<file path="src/rtl/usb_reset_sequencer_if.sv">
// Control/status bundle between the reset sequencer and its surroundings.
// The sequencer takes the slave side; the board-level logic takes the master side.
interface usb_reset_sequencer_if;
   logic       pll_locked;
   logic       rst_bttn;
   logic       soft_detach_req;
   logic       core_rst;
   logic       usb_dp_pull_en;
   logic       ready;
   logic [2:0] state_dbg;

   modport master (
      output pll_locked, rst_bttn, soft_detach_req,
      input  core_rst, usb_dp_pull_en, ready, state_dbg
   );

   modport slave (
      input  pll_locked, rst_bttn, soft_detach_req,
      output core_rst, usb_dp_pull_en, ready, state_dbg
   );
endinterface

</file>
<file path="src/rtl/usb_reset_sequencer.sv">
// Sequences USB core reset release against PLL lock, debounces the reset button and
// drives the D+ pull-up with attach delay, timed soft-detach and loss-of-lock recovery.
module usb_reset_sequencer #(
   parameter int unsigned RESET_HOLD_CYCLES   = 4800,
   parameter int unsigned ATTACH_DELAY_CYCLES = 480,
   parameter int unsigned DETACH_CYCLES       = 480000,
   parameter int unsigned DEBOUNCE_CYCLES     = 480000,
   parameter bit          BTN_ACTIVE_LOW      = 1'b1,
   parameter int unsigned CNT_W               = 24
) (
   input logic                  clk,
   input logic                  rst,
   usb_reset_sequencer_if.slave ctrl_io
);

   localparam logic [CNT_W-1:0] HoldLast   = CNT_W'(RESET_HOLD_CYCLES - 1);
   localparam logic [CNT_W-1:0] AttachLast = CNT_W'(ATTACH_DELAY_CYCLES - 1);
   localparam logic [CNT_W-1:0] DetachLast = CNT_W'(DETACH_CYCLES - 1);
   localparam logic [CNT_W-1:0] DbLast     = CNT_W'(DEBOUNCE_CYCLES - 1);

   typedef enum logic [2:0] {
      StWaitLock  = 3'd0,
      StHoldRst   = 3'd1,
      StAttachDly = 3'd2,
      StRun       = 3'd3,
      StDetach    = 3'd4
   } state_e;

   logic [1:0]       lock_sync_q, btn_sync_q;
   logic             lock_s, btn_s;
   logic             db_q, db_d, press_q, press_d;
   logic [CNT_W-1:0] db_cnt_q, db_cnt_d;
   state_e           state_q;
   logic [CNT_W-1:0] cnt_q;
   logic             cause_q, core_rst_q, pull_q, ready_q;

   // Button is polarity-corrected before synchronising so 1 always means pressed.
   always_ff @(posedge clk or posedge rst) begin
      if (rst) begin
         lock_sync_q <= 2'b00;
         btn_sync_q  <= 2'b00;
      end else begin
         lock_sync_q <= {lock_sync_q[0], ctrl_io.pll_locked};
         btn_sync_q  <= {btn_sync_q[0], ctrl_io.rst_bttn ^ BTN_ACTIVE_LOW};
      end
   end

   assign lock_s = lock_sync_q[1];
   assign btn_s  = btn_sync_q[1];

   always_comb begin
      db_d     = db_q;
      db_cnt_d = db_cnt_q;
      press_d  = 1'b0;
      if (btn_s == db_q) begin
         db_cnt_d = '0;
      end else if (db_cnt_q == DbLast) begin
         db_d     = btn_s;
         db_cnt_d = '0;
         press_d  = btn_s;
      end else begin
         db_cnt_d = db_cnt_q + CNT_W'(1);
      end
   end

   always_ff @(posedge clk or posedge rst) begin
      if (rst) begin
         db_q     <= 1'b0;
         db_cnt_q <= '0;
         press_q  <= 1'b0;
      end else begin
         db_q     <= db_d;
         db_cnt_q <= db_cnt_d;
         press_q  <= press_d;
      end
   end

   always_ff @(posedge clk or posedge rst) begin
      if (rst) begin
         state_q    <= StWaitLock;
         cnt_q      <= '0;
         cause_q    <= 1'b0;
         core_rst_q <= 1'b1;
         pull_q     <= 1'b0;
         ready_q    <= 1'b0;
      end else if (state_q != StWaitLock && !lock_s) begin
         state_q    <= StWaitLock;
         cnt_q      <= '0;
         cause_q    <= 1'b0;
         core_rst_q <= 1'b1;
         pull_q     <= 1'b0;
         ready_q    <= 1'b0;
      end else begin
         unique case (state_q)
            StWaitLock: begin
               if (lock_s) begin
                  state_q <= StHoldRst;
                  cnt_q   <= '0;
               end
            end
            StHoldRst: begin
               if (press_q) begin
                  cnt_q <= '0;
               end else if (cnt_q == HoldLast) begin
                  state_q    <= StAttachDly;
                  cnt_q      <= '0;
                  core_rst_q <= 1'b0;
               end else begin
                  cnt_q <= cnt_q + CNT_W'(1);
               end
            end
            StAttachDly: begin
               if (press_q) begin
                  state_q    <= StHoldRst;
                  cnt_q      <= '0;
                  core_rst_q <= 1'b1;
               end else if (cnt_q == AttachLast) begin
                  state_q <= StRun;
                  cnt_q   <= '0;
                  pull_q  <= 1'b1;
                  ready_q <= 1'b1;
               end else begin
                  cnt_q <= cnt_q + CNT_W'(1);
               end
            end
            StRun: begin
               // A press in the same cycle as a soft request wins.
               if (press_q || ctrl_io.soft_detach_req) begin
                  state_q    <= StDetach;
                  cnt_q      <= '0;
                  cause_q    <= press_q;
                  core_rst_q <= press_q;
                  pull_q     <= 1'b0;
                  ready_q    <= 1'b0;
               end
            end
            StDetach: begin
               if (cnt_q == DetachLast) begin
                  cnt_q <= '0;
                  if (cause_q || press_q) begin
                     state_q    <= StHoldRst;
                     core_rst_q <= 1'b1;
                  end else begin
                     state_q    <= StAttachDly;
                     core_rst_q <= 1'b0;
                  end
               end else begin
                  cnt_q <= cnt_q + CNT_W'(1);
                  if (press_q) begin
                     cause_q    <= 1'b1;
                     core_rst_q <= 1'b1;
                  end
               end
            end
            default: begin
               state_q    <= StWaitLock;
               cnt_q      <= '0;
               cause_q    <= 1'b0;
               core_rst_q <= 1'b1;
               pull_q     <= 1'b0;
               ready_q    <= 1'b0;
            end
         endcase
      end
   end

   assign ctrl_io.core_rst       = core_rst_q;
   assign ctrl_io.usb_dp_pull_en = pull_q;
   assign ctrl_io.ready          = ready_q;
   assign ctrl_io.state_dbg      = state_q;

endmodule
</file>
<file path="src/flat_wrapper.sv">
// flat-port wrapper written by rule: the top's interface ports become plain ports
module usb_reset_sequencer_flat 
#(
   parameter int unsigned RESET_HOLD_CYCLES   = 4800,
   parameter int unsigned ATTACH_DELAY_CYCLES = 480,
   parameter int unsigned DETACH_CYCLES       = 480000,
   parameter int unsigned DEBOUNCE_CYCLES     = 480000,
   parameter bit          BTN_ACTIVE_LOW      = 1'b1,
   parameter int unsigned CNT_W               = 24
)
  (clk, rst, ctrl_io_pll_locked, ctrl_io_rst_bttn, ctrl_io_soft_detach_req, ctrl_io_core_rst, ctrl_io_usb_dp_pull_en, ctrl_io_ready, ctrl_io_state_dbg);
  usb_reset_sequencer_if ctrl_io_i ();
  input logic clk;
  input logic rst;
  input wire logic [$bits(ctrl_io_i.pll_locked)-1:0] ctrl_io_pll_locked;
  input wire logic [$bits(ctrl_io_i.rst_bttn)-1:0] ctrl_io_rst_bttn;
  input wire logic [$bits(ctrl_io_i.soft_detach_req)-1:0] ctrl_io_soft_detach_req;
  output wire logic [$bits(ctrl_io_i.core_rst)-1:0] ctrl_io_core_rst;
  output wire logic [$bits(ctrl_io_i.usb_dp_pull_en)-1:0] ctrl_io_usb_dp_pull_en;
  output wire logic [$bits(ctrl_io_i.ready)-1:0] ctrl_io_ready;
  output wire logic [$bits(ctrl_io_i.state_dbg)-1:0] ctrl_io_state_dbg;
  assign ctrl_io_i.pll_locked = ctrl_io_pll_locked;
  assign ctrl_io_i.rst_bttn = ctrl_io_rst_bttn;
  assign ctrl_io_i.soft_detach_req = ctrl_io_soft_detach_req;
  assign ctrl_io_core_rst = ctrl_io_i.core_rst;
  assign ctrl_io_usb_dp_pull_en = ctrl_io_i.usb_dp_pull_en;
  assign ctrl_io_ready = ctrl_io_i.ready;
  assign ctrl_io_state_dbg = ctrl_io_i.state_dbg;
  usb_reset_sequencer #(.RESET_HOLD_CYCLES(RESET_HOLD_CYCLES), .ATTACH_DELAY_CYCLES(ATTACH_DELAY_CYCLES), .DETACH_CYCLES(DETACH_CYCLES), .DEBOUNCE_CYCLES(DEBOUNCE_CYCLES), .BTN_ACTIVE_LOW(BTN_ACTIVE_LOW), .CNT_W(CNT_W)) u_core (.clk(clk), .rst(rst), .ctrl_io(ctrl_io_i));
endmodule
</file>
<file path="config.mk">
export PLATFORM = sky130hd
export DESIGN_NAME = usb_reset_sequencer_flat
export DESIGN_NICKNAME = d
export VERILOG_FILES = /design/src/rtl/usb_reset_sequencer_if.sv /design/src/rtl/usb_reset_sequencer.sv /design/src/flat_wrapper.sv
export SDC_FILE = /design/constraint.sdc
export NUM_CORES = 1
export LEC_CHECK = 0
export ABC_CLOCK_PERIOD_IN_PS = 5900
export CORE_MARGIN = 2
export CORE_UTILIZATION = 66
export CTS_CLUSTER_SIZE = 20
export DETAILED_ROUTE_END_ITERATION = 10
export GPL_ROUTABILITY_DRIVEN = 1
export PLACE_DENSITY = 0.85
export SLEW_MARGIN = 5
export SYNTH_ARGS = -nofsm -noshare
export SYNTH_HDL_FRONTEND = slang
export SYNTH_SLANG_ARGS = --single-unit
</file>
<file path="constraint.sdc">
create_clock -name clk -period 5.9 [get_ports clk]
set_input_delay 1.18 -clock clk [delete_from_list [all_inputs] [get_ports clk]]
set_output_delay 1.18 -clock clk [all_outputs]
set_load 0.005 [all_outputs]
</file>
; ---- After elaboration in Yosys (flattened, before gate mapping)
; Cells that the tools add are included.
[totals]
reg_bits = 60
inputBits = 5
output_inout_bits = 6
elab_cells = 90
[op_classes]
addsub = 2
eq_ne = 22
n_mux = 40
bitwise = 2
n_reduce_logical = 14
[ops]
columns = cell, count
row1 = $mux 24, 10
row2 = $pmux 24 s5, 1
row3 = $add 24x1->24 const B, 2
row4 = $eq 24x19->1 const B, 2
row5 = $eq 24x13->1 const B, 1
row6 = $eq 24x9->1 const B, 1
row7 = $mux 3, 8
row8 = $ne 3x1->1 const B, 6
row9 = $mux 1, 16
row10 = $pmux 3 s5, 1
row11 = $reduce_and 4->1, 3
row12 = $eq 3x2->1 const B, 2
row13 = $ne 2x1->1 const B, 3
row14 = $ne 3x3->1 const B, 2
row15 = $pmux 1 s3, 2
row16 = $reduce_and 6->1, 1
row17 = $reduce_or 3->1, 2
row18 = $pmux 1 s5, 1
row19 = $ne 4x1->1 const B, 1
row20 = $reduce_and 2->1, 2
row21 = $eq 3x1->1 const B, 1
row22 = $eq 3x3->1 const B, 1
row23 = $logic_not 3->1, 1
row24 = $ne 3x2->1 const B, 1
row25 = 7 further kinds, 9

; ---- Longest topological paths before layout
; Gate-level depths: netlist (run 1).
[logic_depth]
word_depth = 5
ltp_mapped = 8

; ---- Least setup slack after synthesis (run 1)
; OpenSTA, ideal clock, no wires.
[synth_path]
path_kind = input to register
start = in ctrl_io_soft_detach_req
end = reg u_core.cnt_q[11]
setup_ns = 0.110
arrival_ns = 2.363
path_slack_ns = 3.427
cell_stages = 6
path_buffers = 1
path_cell_list = nor3b_1 a22oi_1 nor2_1 clkbuf_1 a22oi_1 o41ai_1
[synth_between]
elab_chain_cells = 3
[synth_lines]
columns = element, line_no
row1 = "start, declared", flat_wrapper.sv:17  ; input wire logic [$bits(ctrl_io_i.soft_detach_req)-1:0] ctrl_io_soft_detach_req;
row2 = $logic_or 1x1->1, usb_reset_sequencer.sv:128  ; if (press_q || ctrl_io.soft_detach_req) begin
row3 = $ne 3x1->1 (no line), --
row4 = $reduce_and 2->1 (no line), --
row5 = "end signal, assigned", usb_reset_sequencer.sv:109  ; cnt_q <= cnt_q + CNT_W'(1);
row6 = "end signal, assigned", usb_reset_sequencer.sv:123  ; cnt_q <= cnt_q + CNT_W'(1);
row7 = "end signal, assigned", usb_reset_sequencer.sv:148  ; cnt_q <= cnt_q + CNT_W'(1);
row8 = "end, declared", usb_reset_sequencer.sv:34  ; logic [CNT_W-1:0] cnt_q;
; No other way between the ends.
; A chain may end at the register's enable or synchronous reset.

; ---- Worst setup path after layout (run 1)
[layout_path]
start = in ctrl_io_soft_detach_req
end = reg u_core.state_q[1] (netlist: u_core.ctrl_io.state_dbg[1])
[layout_between]
elab_chain_cells = 3
[layout_lines]
columns = element, line_no
row1 = $logic_or 1x1->1, usb_reset_sequencer.sv:128
row2 = $ne 3x1->1 (no line), --
row3 = $reduce_and 6->1 (no line), --
row4 = "end signal, assigned", usb_reset_sequencer.sv:129  ; state_q <= StDetach;
row5 = "end signal, assigned", usb_reset_sequencer.sv:141  ; state_q <= StHoldRst;
row6 = "end signal, assigned", usb_reset_sequencer.sv:144  ; state_q <= StAttachDly;
row7 = "end, declared", usb_reset_sequencer.sv:33  ; state_e state_q;
; No other way between the ends.

==> reports/results.tsv, run 1 <==
stage	metric	value	unit
detailed_routing	routed wire length	6830	um
critical_path	Slowest-stage cell, CP	nor2_1	
critical_path	Crit Path Category	input pin to flip-flop	
detailed_routing	DRT iter0 DRCs	238	
critical_path	Worst Path Arrival	3400	ps
synth	Synth Register Bits	60	
critical_path	CP Data Required Time	6120	ps
clocking	cts hold-fix bufs	0	
synth	Syn Inst Count	365	
finish	diodes inserted	0	
critical_path	FF-to-FF setup slack	3090	ps
synth	Synth Cell Area	0.00328	mm2
placement	HPWL after detailed placement	4390	um
floorplan	core outline area	0.00475	mm2
floorplan	chip width	74.5	um
grt	grt peak-use layer	met2	
timing	Least-Margin Pin Slew	1040	ps
timing	setup ws final	2720	ps
timing	Setup TNS Final	0	ps
clocking	Inserted Clock Buffers	9	
timing	fmax	0.314	GHz
placement	IO Port Bufs	10	
clocking	Sinks on Clock Net	60	
worst_hold_path	Worst Hold Class	flip-flop to flip-flop	
detailed_routing	Vias	2699	
floorplan	I/O pin cnt	11	
critical_path	crit end category	flip-flop	
grt	initial antenna violation count	0	
critical_path	largest fanout on the critical path	15	
synth	Post-synth top cells	dfrtp_1 (59), nor2_1 (58), nand2_1 (33)	
clocking	worst skew pair latency	350	ps
detailed_routing	router iterations before antenna repair	5	
placement	Place WS	2410	ps
timing	Max Clock Skew	14.0	ps
synth	top-area cell type share of the netlist area	0.451	
timing	period utilization	0.539	
synth	cell with the most instances after synthesis	dfrtp_1	
synth	post-synthesis sequential area ratio	0.459	
synth	Yosys warning total	0	
grt	M3 GR Usage	0.0434	
timing	fin crit period	3180	ps
finish	fin util	0.757	
synth	syn_area_per_cell	8.98	um2
detailed_routing	Avg WL per Cell	15.4	um
floorplan	Die H	74.5	um
grt	M2 GR Usage	0.448	
finish	final net count	378	
grt	largest net degree at the start of global routing	61	
synth	number of flops mapped to enable cells by yosys	0	
finish	final instance area	0.00360	mm2
power_and_ir_drop	Worst IR Drop VDD	223	uV
clocking	H-tree Lvls	3	
synth	Synth Flop Type	dfrtp_1	
finish	area growth from synthesis to layout	9.89	%
detailed_routing	DR DRC count	0	
floorplan	row cnt	25	
grt	number of global-route vias before repair	2604	
finish	layout cells sized above 1	0.0771	
placement	Placed Area	0.00339	mm2
critical_path	Worst Setup Start Kind	input pin	
status	status	completed	
clocking	CTS tree	built	
clocking	Clock Root Buffer	clkbuf_8	
clocking	CTS clk-pin slew, worst paths	80	ps
synth	Yosys top cell by area	dfrtp_1	
grt	met1 Use GR	0.354	
power_and_ir_drop	LEAKAGE	0.00144	uW
critical_path	crit-path max cell delay	810	ps
power_and_ir_drop	pwr dens	310	mW/mm2
flow_run	Max-cap violations	0	
detailed_routing	Post-DRT Antenna Nets	0	
synth	post-synthesis cell type count	54	
clocking	Clock Tree Buf Depth	2	
timing	Slew Limit Headroom	0.306	
detailed_routing	DR vias/cell	6.09	
placement	Final Wtd Congestion	0.876	
clocking	# Post-CTS Setup Buffers	0	
floorplan	Initial Util	0.689	
synth	post-synth net total	372	
synth	ys async rst share	1.00	
grt	first-pass GRT wire length	11500	um
critical_path	crit-path cells	clkdlybuf4s50_1 > nor3b_1 > a22oi_1 > nor2_1 > a311oi_1 > a21oi_1 > a21oi_1	
clocking	Post-CTS Resized	0	
timing	final hold vios	0	
grt	grt total ovfl	0	
critical_path	crit-path most repeated cell	a21oi_1	
timing	Final Max Slew Viols	0	
floorplan	DIE AREA	0.00554	mm2
timing	RSZ-0062 raised after global routing	false	
timing	final setup vio count	0	
synth	Synth area leaders	dfrtp_1 (45%), xnor2_1 (6.7%), nor2_1 (6.6%)	
grt	gr usage total	0.272	
==> cell families after synthesis <==
kind of cell	count (synthesis)	synth area share
and+or+nand+nor	171	0.258
DFF	60	0.459
AOI/OAI and AO/OA	59	0.115
xor gates and xnor gates	42	0.112
buffers and inverters	27	0.0359
muxes	3	0.00993
adders and majority gates	3	0.0107
==> final cells by class <==
type	count	area, um2
fill	350	1150
timing repair buffer	11	108
clock inverter	6	71.3
tap	67	83.8
sequential	60	1500
multi-input combinational	278	1660
inverter	11	41.3
clock buffer	10	138
==> layout by cell type, fill, tap and decap left out, drive strengths merged, types with 8 or more instances in the layout <==
cell	synthesis	routed
clkbuf	10	10
nor3	8	8
nand3	24	24
nand2	33	33
and3	8	8
nor2	58	58
clkdlybuf4s50	0	10
o21ai	17	17
dfrtp	59	59
nor4	8	8
a21oi	16	16
xnor2	25	25
inv	11	13
xor2	17	17
==> flip-flops by register name (all words and copies together), names as in the netlist <==
register,count
u_core.btn_sync_q,2
u_core.cause_q,1
u_core.cnt_q,24
u_core.ctrl_io.core_rst,1
u_core.ctrl_io.state_dbg,3
u_core.ctrl_io.usb_dp_pull_en,1
u_core.db_cnt_q,24
u_core.db_q,1
u_core.lock_sync_q,2
u_core.press_q,1
==> where the power goes <==
group | internal (uW) | switching [uW]
logic | 103 | 147
clock network | 210 | 176
registers | 434 | 45.1
==> worst max-delay path: cells and delay by family <==
family          cells  cell delay, ps
simple gates        2            1130
buf+inv             1             460
compound gates      4             630
==> per-layer routing <==
layer / routed length [um] / up-vias
li1: - / 1288
met1: 2980 / 1298
met2: 3390 / 93
met3: 296 / 20
met4: 169 / 0
met5: 0 / -
==> through the flow <==
| stage | hold slack, ps | power (uW) | cells |
|---|---|---|---|
| final | 365 | 1120 | 443 |
| after global routing | 372 | 1170 | 443 |
| after CTS | 366 | 1110 | 443 |
| after detailed placement | 350 | 731 | 427 |
| after global placement | 332 | 726 | 427 |
| after floorplan | 331 | 678 | 365 |
==> worst paths after layout <==
path	startpoint	endpoint	cells after the start
min	u_core.btn_sync_q[0]	u_core.btn_sync_q[1]	0
min in group asynchronous	rst	u_core.ctrl_io.state_dbg[0]	3
max in group asynchronous	rst	u_core.cnt_q[18]	3
max	ctrl_io_soft_detach_req	u_core.ctrl_io.state_dbg[1]	7
min reg2reg	u_core.btn_sync_q[0]	u_core.btn_sync_q[1]	0
max reg2reg	u_core.cnt_q[15]	u_core.cnt_q[10]	6
(Power assumes the default switching activity.)
==> run 2, diff against run 1 <==
- ABC_CLOCK_PERIOD_IN_PS: 5900 -> 2800
- CORE_UTILIZATION: 66 -> 55
- PLACE_DENSITY: 0.85 -> 0.76
- clock period: 5.9 -> 2.8 ns (I/O delays scaled with it)
==> run 2 against run 1 <==
  * Register-to-register slack worse by 2900 ps
  * Largest cell class unchanged
  * Setup slack worse by 2500 ps
  * Routed wire length up 0.48%
  * Clock-buffer cell count down 1
  * Highest routed layer unchanged
  * Combinational power rose to 2.6 times the previous value
  * Power up 130%
  * Die area up 19%
  * Sequential cell count unchanged
  * Critical path type is now flip-flop to flip-flop
  * Via count down 2.6%
  * Cell count up 4.7%
  * Utilization down 11 points
  * Sequential power up 100%
==> reports/results.tsv, run 2 (synthesized netlist as in run 1, its figures left out) <==
stage	metric	value	unit
power_and_ir_drop	internal power	1770	uW
clocking	Clock Tree Buf Depth	2	
timing	Slew Limit Headroom	0.601	
critical_path	CP Data Required Time	3010	ps
critical_path	crit end category	flip-flop	
timing	Least-Margin Pin Slew	590	ps
floorplan	Initial Util	0.560	
finish	most common cell after layout, fill and taps aside	dfrtp_1	
clocking	cts hold-fix bufs	0	
placement	Final Wtd Congestion	0.943	
detailed_routing	router iterations before antenna repair	4	
critical_path	crit-path max cell delay	590	ps
timing	RSZ-0062 raised after global routing	false	
status	status	completed	
placement	DP Cell Count	448	
power_and_ir_drop	pwr dens	681	mW/mm2
worst_hold_path	Worst Hold Class	flip-flop to flip-flop	
finish	count of non-filler cells in the finished layout	464	
clocking	Sinks on Clock Net	60	
timing	Max Clock Skew	9.34	ps
floorplan	I/O pin cnt	11	
detailed_routing	DRT iter0 DRCs	142	
timing	fin crit period	2570	ps
finish	most frequent cells in the layout	dfrtp_1 (59), nor2_1 (58), nand2_1 (32), xnor2_1 (25), nand3_1 (24)	
floorplan	row cnt	28	
detailed_routing	DR vias/cell	5.67	
detailed_routing	Post-DRT Antenna Nets	0	
power_and_ir_drop	Comb pwr share	0.249	
grt	initial antenna violation count	0	
grt	grt total ovfl	0	
timing	Final Max Slew Viols	0	
critical_path	Slowest-stage cell, CP	or4_4	
detailed_routing	routed wire length	6860	um
placement	HPWL after detailed placement	4680	um
clocking	CTS clk-pin slew, worst paths	80	ps
finish	area growth from synthesis to layout	15.2	%
power_and_ir_drop	power share of the clock group	0.378	
clocking	CTS tree	built	
timing	Setup TNS Final	0	ps
finish	diodes inserted	0	
grt	first-pass GRT wire length	11900	um
clocking	H-tree Lvls	3	
power_and_ir_drop	switching power	799	uW
power_and_ir_drop	sequential cell fraction of total power	0.373	
floorplan	chip width	81.2	um
clocking	Clock Root Buffer	clkbuf_8	
floorplan	core outline area	0.00585	mm2
detailed_routing	DR DRC count	0	
floorplan	Die H	81.2	um
critical_path	Worst Path Arrival	2780	ps
critical_path	Worst Setup Start Kind	flip-flop	
power_and_ir_drop	LEAKAGE	0.00153	uW
grt	largest net degree at the start of global routing	25	
floorplan	DIE AREA	0.00659	mm2
critical_path	crit-path cells	or4_4 > nor4_1 > nand3_1 > a21bo_2 > a21oi_4 > nor2_1	
power_and_ir_drop	switch share	0.311	
clocking	Inserted Clock Buffers	9	
detailed_routing	Avg WL per Cell	14.8	um
power_and_ir_drop	Worst IR Drop VDD	511	uV
critical_path	Crit Path Category	flip-flop to flip-flop	
timing	final setup vio count	0	
detailed_routing	Vias	2629	
placement	IO Port Bufs	10	
clocking	worst skew pair latency	340	ps
finish	layout cells sized above 1	0.113	
critical_path	largest fanout on the critical path	11	
finish	final net count	391	
timing	period utilization	0.917	
timing	final hold vios	0	
grt	number of global-route vias before repair	2682	
grt	gr usage total	0.239	
flow_run	Max-cap violations	0	
timing	fmax	0.390	GHz
## run 2: worst paths after layout
check                                     start                    to  slack, ps  cells after the start
setup / recovery               u_core.cnt_q[15]      u_core.cnt_q[10]        230                      6
hold / removal             u_core.btn_sync_q[0]  u_core.btn_sync_q[1]        360                      0
setup reg to reg               u_core.cnt_q[15]      u_core.cnt_q[10]        230                      6
hold reg to reg            u_core.btn_sync_q[0]  u_core.btn_sync_q[1]        360                      0
max in group asynchronous                   rst   u_core.db_cnt_q[17]       1620                      3
min in group asynchronous                   rst      u_core.cnt_q[13]        530                      2
## run 2: stage by stage
stage | instance area (um2) | setup WS (ps) | total power (uW) | util | hold slack (ps)
after floorplan | 3280 | 551 | 1430 | - | 331
after global placement | 3510 | 250 | 1590 | 0.600 | 333
after detailed placement | 3510 | 165 | 1590 | 0.600 | 346
after CTS | 3760 | 135 | 2570 | 0.643 | 363
after global routing | 3780 | 87.2 | 2710 | 0.645 | 378
final | 3780 | 234 | 2570 | 0.645 | 355
## run 2: worst max-delay path, delay by kind of cell, from the launching register on
kind | cells | cell delay [ps]
flip-flops | 1 | 430
AND/OR/NAND/NOR | 4 | 1350
AO/OA/AOI/OAI | 2 | 650
## run 2: final cells by class
cell class	instances	area (um2)
multi-input cells	278	1670
well taps	75	93.8
fillers	490	2070
inverters	11	41.3
clock inverters	7	124
flip-flops and latches	60	1500
repair buffers	24	218
clock buffers	9	124
## run 2: power by group through the flow
stage / logic, uW / registers (uW) / clock network, uW
finish: 641 / 958 / 972
global route: 716 / 964 / 1030
CTS: 623 / 956 / 992
detailed placement: 618 / 973 / 0
global placement: 615 / 971 / 0
floorplan: 460 / 969 / 0
## run 2: what timing repair did
action	CTS	global route
endpoints found under the setup margin	0	13
resized for setup	0	3
buffers inserted	0	0
## run 2: layer usage
| layer | wire length [um] | vias up | GRT usage |
|---|---|---|---|
| met2 | 3430 | 36 | 0.406 |
| met1 | 3170 | 1268 | 0.286 |
| met5 | 0 | - | 0 |
| met3 | 141 | 12 | 0.0478 |
| met4 | 117 | 0 | 0.125 |
| li1 | - | 1313 | - |
